$ cat config.mk
export PLATFORM = sky130hd
export DESIGN_NAME = spi_slave_module
export DESIGN_NICKNAME = d
export VERILOG_FILES = /design/src/rtl/spi_slave_module.sv
export SDC_FILE = /design/constraint.sdc
export NUM_CORES = 1
export LEC_CHECK = 0
export ABC_AREA = 1
export CAP_MARGIN = 20
export CELL_PAD_IN_SITES_DETAIL_PLACEMENT = 1
export CELL_PAD_IN_SITES_GLOBAL_PLACEMENT = 1
export CORE_ASPECT_RATIO = 0.75
export CORE_MARGIN = 8
export CORE_UTILIZATION = 40
export CTS_CLUSTER_SIZE = 30
export DETAILED_ROUTE_END_ITERATION = 8
export HOLD_SLACK_MARGIN = 0.06
export PLACE_DENSITY = 0.75
export SLEW_MARGIN = 40
export SYNTH_ARGS = -nofsm -noshare
export SYNTH_HDL_FRONTEND = slang
export SYNTH_SLANG_ARGS = --single-unit
$ cat constraint.sdc
create_clock -name I_clk -period 1.84 [get_ports I_clk]
set_clock_uncertainty 0.15 [all_clocks]
set_input_delay 0.46 -clock I_clk [delete_from_list [all_inputs] [get_ports I_clk]]
set_output_delay 0.46 -clock I_clk [all_outputs]
set_load 0.05 [all_outputs]
$ cat src/rtl/spi_slave_module.sv
// SPI mode-0 MSB-first slave: oversampled pins, tx holding register, rx valid/ready.
// Define SPI_SLAVE_OVERRUN_EN for the drop-new-byte overrun policy with a sticky flag.

module spi_slave_module #(
    parameter int                DATA_W      = 8,
    parameter int                SYNC_STAGES = 2,
    parameter logic [DATA_W-1:0] IDLE_BYTE   = 8'hFF
) (
    input  logic              I_clk,
    input  logic              I_rst_n,
    input  logic              I_spi_sck,
    input  logic              I_spi_cs,
    input  logic              I_spi_mosi,
    output logic              O_spi_miso,
    output logic              O_spi_miso_oe,
    input  logic [DATA_W-1:0] I_tx_data,
    input  logic              I_tx_valid,
    output logic              O_tx_ready,
    output logic [DATA_W-1:0] O_rx_data,
    output logic              O_rx_valid,
    input  logic              I_rx_ready,
`ifdef SPI_SLAVE_OVERRUN_EN
    output logic              O_rx_overrun,
    input  logic              I_ovr_clr,
`endif
    output logic              O_busy
);

    localparam int CW = $clog2(DATA_W);
    localparam logic [CW-1:0] LAST_BIT = CW'(DATA_W - 1);

    typedef enum logic {S_IDLE, S_ACTIVE} state_t;

    state_t state, state_n;

    logic [SYNC_STAGES-1:0] sck_sr, cs_sr, mosi_sr;
    logic sck_s, cs_s, mosi_s, sck_d, cs_d;
    logic sck_rise, sck_fall, cs_rise, cs_fall;

    logic [CW-1:0]     bit_cnt;
    logic [DATA_W-2:0] rx_shift;
    logic [DATA_W-2:0] tx_shift;
    logic [DATA_W-1:0] hold_data;
    logic              hold_valid;
    logic [DATA_W-1:0] tx_byte, rx_byte;
    logic tx_load, tx_shift_en, rx_shift_en, byte_done;

    // CS chain resets low so a CS already low at release never looks like a fall
    always_ff @(posedge I_clk or negedge I_rst_n) begin
        if (!I_rst_n) begin
            sck_sr  <= '0;
            cs_sr   <= '0;
            mosi_sr <= '0;
            sck_d   <= 1'b0;
            cs_d    <= 1'b0;
        end else begin
            sck_sr  <= {sck_sr[SYNC_STAGES-2:0], I_spi_sck};
            cs_sr   <= {cs_sr[SYNC_STAGES-2:0], I_spi_cs};
            mosi_sr <= {mosi_sr[SYNC_STAGES-2:0], I_spi_mosi};
            sck_d   <= sck_s;
            cs_d    <= cs_s;
        end
    end

    assign sck_s    = sck_sr[SYNC_STAGES-1];
    assign cs_s     = cs_sr[SYNC_STAGES-1];
    assign mosi_s   = mosi_sr[SYNC_STAGES-1];
    assign sck_rise = sck_s & ~sck_d;
    assign sck_fall = ~sck_s & sck_d;
    assign cs_rise  = cs_s & ~cs_d;
    assign cs_fall  = ~cs_s & cs_d;

    assign tx_byte = hold_valid ? hold_data : IDLE_BYTE;
    assign rx_byte = {rx_shift, mosi_s};

    always_ff @(posedge I_clk or negedge I_rst_n) begin
        if (!I_rst_n) state <= S_IDLE;
        else          state <= state_n;
    end

    always_comb begin
        state_n     = state;
        tx_load     = 1'b0;
        tx_shift_en = 1'b0;
        rx_shift_en = 1'b0;
        byte_done   = 1'b0;
        unique case (state)
            S_IDLE: begin
                if (cs_fall) begin
                    state_n = S_ACTIVE;
                    tx_load = 1'b1;
                end
            end
            S_ACTIVE: begin
                if (cs_rise) begin
                    state_n = S_IDLE;
                end else begin
                    if (sck_rise) begin
                        rx_shift_en = 1'b1;
                        byte_done   = (bit_cnt == LAST_BIT);
                    end
                    if (sck_fall) begin
                        tx_load     = (bit_cnt == '0);
                        tx_shift_en = (bit_cnt != '0);
                    end
                end
            end
            default: state_n = S_IDLE;
        endcase
    end

    always_ff @(posedge I_clk or negedge I_rst_n) begin
        if (!I_rst_n) begin
            bit_cnt    <= '0;
            rx_shift   <= '0;
            tx_shift   <= '0;
            O_spi_miso <= 1'b0;
        end else if (state_n == S_IDLE) begin
            bit_cnt    <= '0;
            O_spi_miso <= 1'b0;
        end else begin
            if (rx_shift_en) begin
                rx_shift <= rx_byte[DATA_W-2:0];
                bit_cnt  <= bit_cnt + 1'b1;
            end
            if (tx_load)
                {O_spi_miso, tx_shift} <= tx_byte;
            else if (tx_shift_en)
                {O_spi_miso, tx_shift} <= {tx_shift, 1'b0};
        end
    end

    always_ff @(posedge I_clk or negedge I_rst_n) begin
        if (!I_rst_n) begin
            hold_valid <= 1'b0;
            hold_data  <= '0;
        end else if (tx_load && hold_valid) begin
            hold_valid <= 1'b0;
        end else if (I_tx_valid && !hold_valid) begin
            hold_valid <= 1'b1;
            hold_data  <= I_tx_data;
        end
    end

    always_ff @(posedge I_clk or negedge I_rst_n) begin
        if (!I_rst_n) begin
            O_rx_data  <= '0;
            O_rx_valid <= 1'b0;
        end else if (byte_done) begin
            if (!O_rx_valid || I_rx_ready) begin
                O_rx_data  <= rx_byte;
                O_rx_valid <= 1'b1;
            end else begin
`ifndef SPI_SLAVE_OVERRUN_EN
                O_rx_data  <= rx_byte;
`endif
            end
        end else if (O_rx_valid && I_rx_ready) begin
            O_rx_valid <= 1'b0;
        end
    end

`ifdef SPI_SLAVE_OVERRUN_EN
    always_ff @(posedge I_clk or negedge I_rst_n) begin
        if (!I_rst_n)
            O_rx_overrun <= 1'b0;
        else if (byte_done && O_rx_valid && !I_rx_ready)
            O_rx_overrun <= 1'b1;
        else if (I_ovr_clr)
            O_rx_overrun <= 1'b0;
    end
`endif

    assign O_tx_ready    = ~hold_valid;
    assign O_spi_miso_oe = (state == S_ACTIVE);
    assign O_busy        = (state == S_ACTIVE);

endmodule

# Word-level counts from Yosys, hierarchy flattened

Cells that the tools add are included.

Muxes and demuxes: 28
Eq/ne operators: 4
Bitwise operators: 11
Add/sub/neg operators: 1
Reduce and logical (&&, ||, !) cells: 15

Operators with widths:

| kind                                          | number |
|---|---|
| two-way mux 1 bit                             | 21 |
| two-way mux 7 bit                             | 2 |
| two-way mux 8 bit                             | 1 |
| AND reduction 2 bit                           | 4 |
| inverter 1 bit                                | 7 |
| two-way mux 3 bit                             | 2 |
| nonzero test 2 bit                            | 3 |
| AND 1 bit                                     | 4 |
| != test 2 x 1 -> 1 bit, second input constant | 2 |
| one-hot mux 1 bit (2 select lines)            | 2 |
| adder 3 x 1 -> 3 bit, second input constant   | 1 |
| == test 3 bit, second input constant          | 1 |
| logical AND 1 bit                             | 3 |
| logical NOT 3 bit                             | 1 |
| != test 3 x 1 -> 1 bit, second input constant | 1 |
| nonzero test 3 bit                            | 1 |
| logical NOT 1 bit                             | 2 |
| logical OR 1 bit                              | 1 |

Input port bits: 15
Register bits: 45
Word-level logic and storage cells: 73
Output and inout bits: 13

# Longest topological paths before layout

Depth in word-level cells: 8
Depth in mapped cells: 8
Depth with buffers taken out: 8

# Least setup slack after synthesis

Ideal clock, no wire load.

Path type: register to register
From: register state, in the netlist O_busy
To: register O_rx_data[6]
Setup slack: 57 ps
Stages on the path, launching flop included: 7
Buffers on the path: 2
Library setup time: 119 ps
Data arrival time: 1514 ps
Period minus slack after synthesis: 1783 ps
Required time: 1571 ps
Path through: dfrtp_1 nand4_4 nand2b_4 buf_6 buf_8 nand2_2 o21ai_2

Cells in the longest elaborated chain, start to end: 1

Ends and longest elaborated chain:

| element                | RTL line | source |
|---|---|---|
| start, declared        | 34       | `state_t state, state_n;` |
| start signal, assigned | 78       | `else state <= state_n;` |
| two-way mux 1 bit      | 87       | `unique case (state)` |
| end signal, assigned   | 151      | `O_rx_data <= rx_byte;` |
| end signal, assigned   | 155      | `O_rx_data <= rx_byte;` |
| end, declared          | 19       | `output logic [DATA_W-1:0] O_rx_data,` |

Every way passes these cells.
A chain may end at the register's enable or synchronous reset.

# Final worst setup path

From: register state, in the netlist O_busy
To: output O_spi_miso_oe

RTL lines:

| element       | RTL line | source |
|---|---|---|
| end, declared | 15       | `output logic O_spi_miso_oe,` |

No word-level cell between the ends.

==> impl_results.md <==
* Worst r2r src: sck_sr[1]
* CP max-delay cell: dfrtp_1
* Slowest stage delay, CP at 520 ps
* Worst r2r path cells at 6
* Crit path buf inv count at 2
* All-Layer GR Usage at a little over an eighth
* #FFs+latches synth at 45
* Max-cap violations at 0
* Static leakage at around 1.2 nW
* Crit-path cells: buf_4, buf_12
* GRT overflow at 0
* Startpoint Class: register
* Layout Nets at about 250
* Top cells by area, synth: dfrtp_1, nand2_1, inv_1
* Switching part of the total power at 32.1%
* Power share of the sequential group at around half
* Sequential area share after synthesis at between 50% and 60%
* Fin cells at approximately 290
* Logic pwr share at 25.6%
* Worst-Skew Late Latency at between 200 and 300 ps
* N_diodes at 0
* Min Tclk post-route at approximately 1800 ps
* Power Dens Cells at 1130 nW/um^2
* Chip height at about 75 um
* WL final at just over 4 mm
* Slew headroom at 65.5%
* Commonest non-fill, non-tap cell in the layout: dfrtp_1
* Int Pwr at approximately 0.0019 W
* Syn nets at around 210
* # IOs at 28
* Req. time, crit path at 1230 ps
* Max FO, Critical Path at 7
* Rows at 21
* YS warnings at 0
* DRC violations left at 0
* Top cell type's share of synthesized area at roughly 60%
* Fmax at around 0.57 GHz
* Syn_area_per_cell at roughly 9.6 um^2
* Setup violators final at 0
* CTS Buf Count at 5
* Clock share of power at about 26%
* Slew Viols, Final at 0
* Total number of vias at about 1,300
* Initial core utilization at a little over two fifths
* Clock sinks at between 40 and 50
* Status: finished clean
* Clk root buf: clkbuf_8
* CTS clk-pin slew, worst paths at about 80 ps
* CP Class: reg -> out
* Die width at ~95 um
* Initial antenna violation count at 0
* First-pass GRT wire length at between 7 and 8 mm
* ANT nets after route at 0
* CP Depth at 2
* Via density at approximately 4.7
* Setup slack, reg-to-reg at 190 ps
* Final period util at ~95%
* Final HPWL DP at between 3 and 4 mm
* Worst R2R End: tx_shift[2]
* Actual slew at the worst max-slew pin at ~520 ps
* CP endpoint: O_spi_miso_oe
* Clk buf depth at 2
* PortBufs at 27
* Class of the worst hold path: reg -> reg
* Worst path arrival time at approximately 1100 ps
* Die ar. at slightly above 7000 um^2
* Placed cells at approximately 280
* Worst path top cell family by delay: flip-flops
* DRT iter0 DRCs at 43
* Area Overhead vs Synth at 31.4%
* Gate Count Post-Synth at approximately 200
* Cell variety after synth at 19
* Largest net degree at the start of global routing at 25
* Most frequent cells in the layout: dfrtp_1, nand2_1, inv_1
* Vias in the first global route at around 1,500
* Layout Utilization at between 50% and 60%
* P_sw at ~0.00090 W
* Drt pass-1 iters at 4
* CTS tree: done
* Power Total at 0.00280 W
* Routability congestion estimate at 0.782
* Core footprint at approximately 4500 um^2
* Critical Path Source: O_busy
* Share of post-route cells with drive strength above 1 at between 10% and 20%
* Setup TNS at 0 ps
* Routed len/inst at 14.2 um
* RSZ-0062 raised after global routing: false
* Synthesized area at ~1900 um^2
* Area leader, netlist: dfrtp_1
* # H-tree levels at 2
* Final hold vios at 0
* Crit. End Element: output pin
* Maximum VDD drop at roughly 0.67 mV
## worst min-delay path by stage
stage / startpoint / endpoint / depth (start not counted)
floorplan: I_rst_n / O_busy / 0
global placement: sck_sr[0] / sck_sr[1] / 0
detailed placement: mosi_sr[0] / mosi_sr[1] / 0
CTS: mosi_sr[0] / mosi_sr[1] / 0
global route: cs_sr[0] / cs_sr[1] / 0
finish: mosi_sr[0] / mosi_sr[1] / 0
## what timing repair did
action                                  CTS  global route
endpoints found under the setup margin    0             8
hold buffers                              1             0
endpoints found under the hold margin    21             0
resized for setup                         0             3
setup buffers                             0             0
## power by group through the flow
stage | registers (W) | clock network (W) | logic [W]
6_report | 0.00136 | 0.000724 | 0.000717
5_1_grt | 0.00139 | 0.000786 | 0.000815
4_1_cts | 0.00136 | 0.000753 | 0.000723
3_5_place_dp | 0.00137 | 0 | 0.000715
3_3_place_gp | 0.00135 | 0 | 0.000673
2_1_floorplan | 0.00134 | 0 | 0.000429
## logic make-up after synthesis
logic type,share of synthesized area (%)
flops,59.9
fa+ha+maj,2.00
simple gates,16.9
mux,0.599
compound gates,11.7
buf+inv,8.92
## flip-flops by register name (all words and copies together) (netlist names)
signal	count
sck_d	1
O_rx_data	8
hold_valid	1
bit_cnt	3
hold_data	8
rx_shift	7
cs_d	1
tx_shift	7
O_busy	1
O_rx_valid	1
O_spi_miso	1
sck_sr	2
cs_sr	2
mosi_sr	2
## stage by stage
stage,instance area [um^2],hold WS (ps),worst slack (ps)
after detailed placement,2330,187,139
after global routing,2470,215,22.5
after floorplan,1880,14.4,56.9
after global placement,2330,183,218
after CTS,2450,207,84.5
final,2470,204,88.3
## cells in the mapped netlist, drive strengths merged
master,count
a21oi,7
mux2,1
buf,5
ha,3
nand4,2
nand2,44
inv,32
nand2b,1
nor2,11
nand3,13
dfrtp,45
clkbuf,1
o21ai,30
## cell type report
type                    instances  area, um^2
inverters                      32         120
clock inverters                 2        38.8
repair buffers                 31         440
multi-input cells             112         601
clock buffers                   6        72.6
flip-flops and latches         45        1130
well taps                      57        71.3
fillers                       485        2020
## routing by layer
metal  track usage, %  part of all wire [%]  vias to the layer above
met1             17.0                    49                      647
met3             3.35                   3.4                        2
li1                 -                     -                      671
met2             20.9                    47                       25
met4             4.14                  0.67                        0
met5                0                     0                        -
Power figures use the tool's default switching activity.
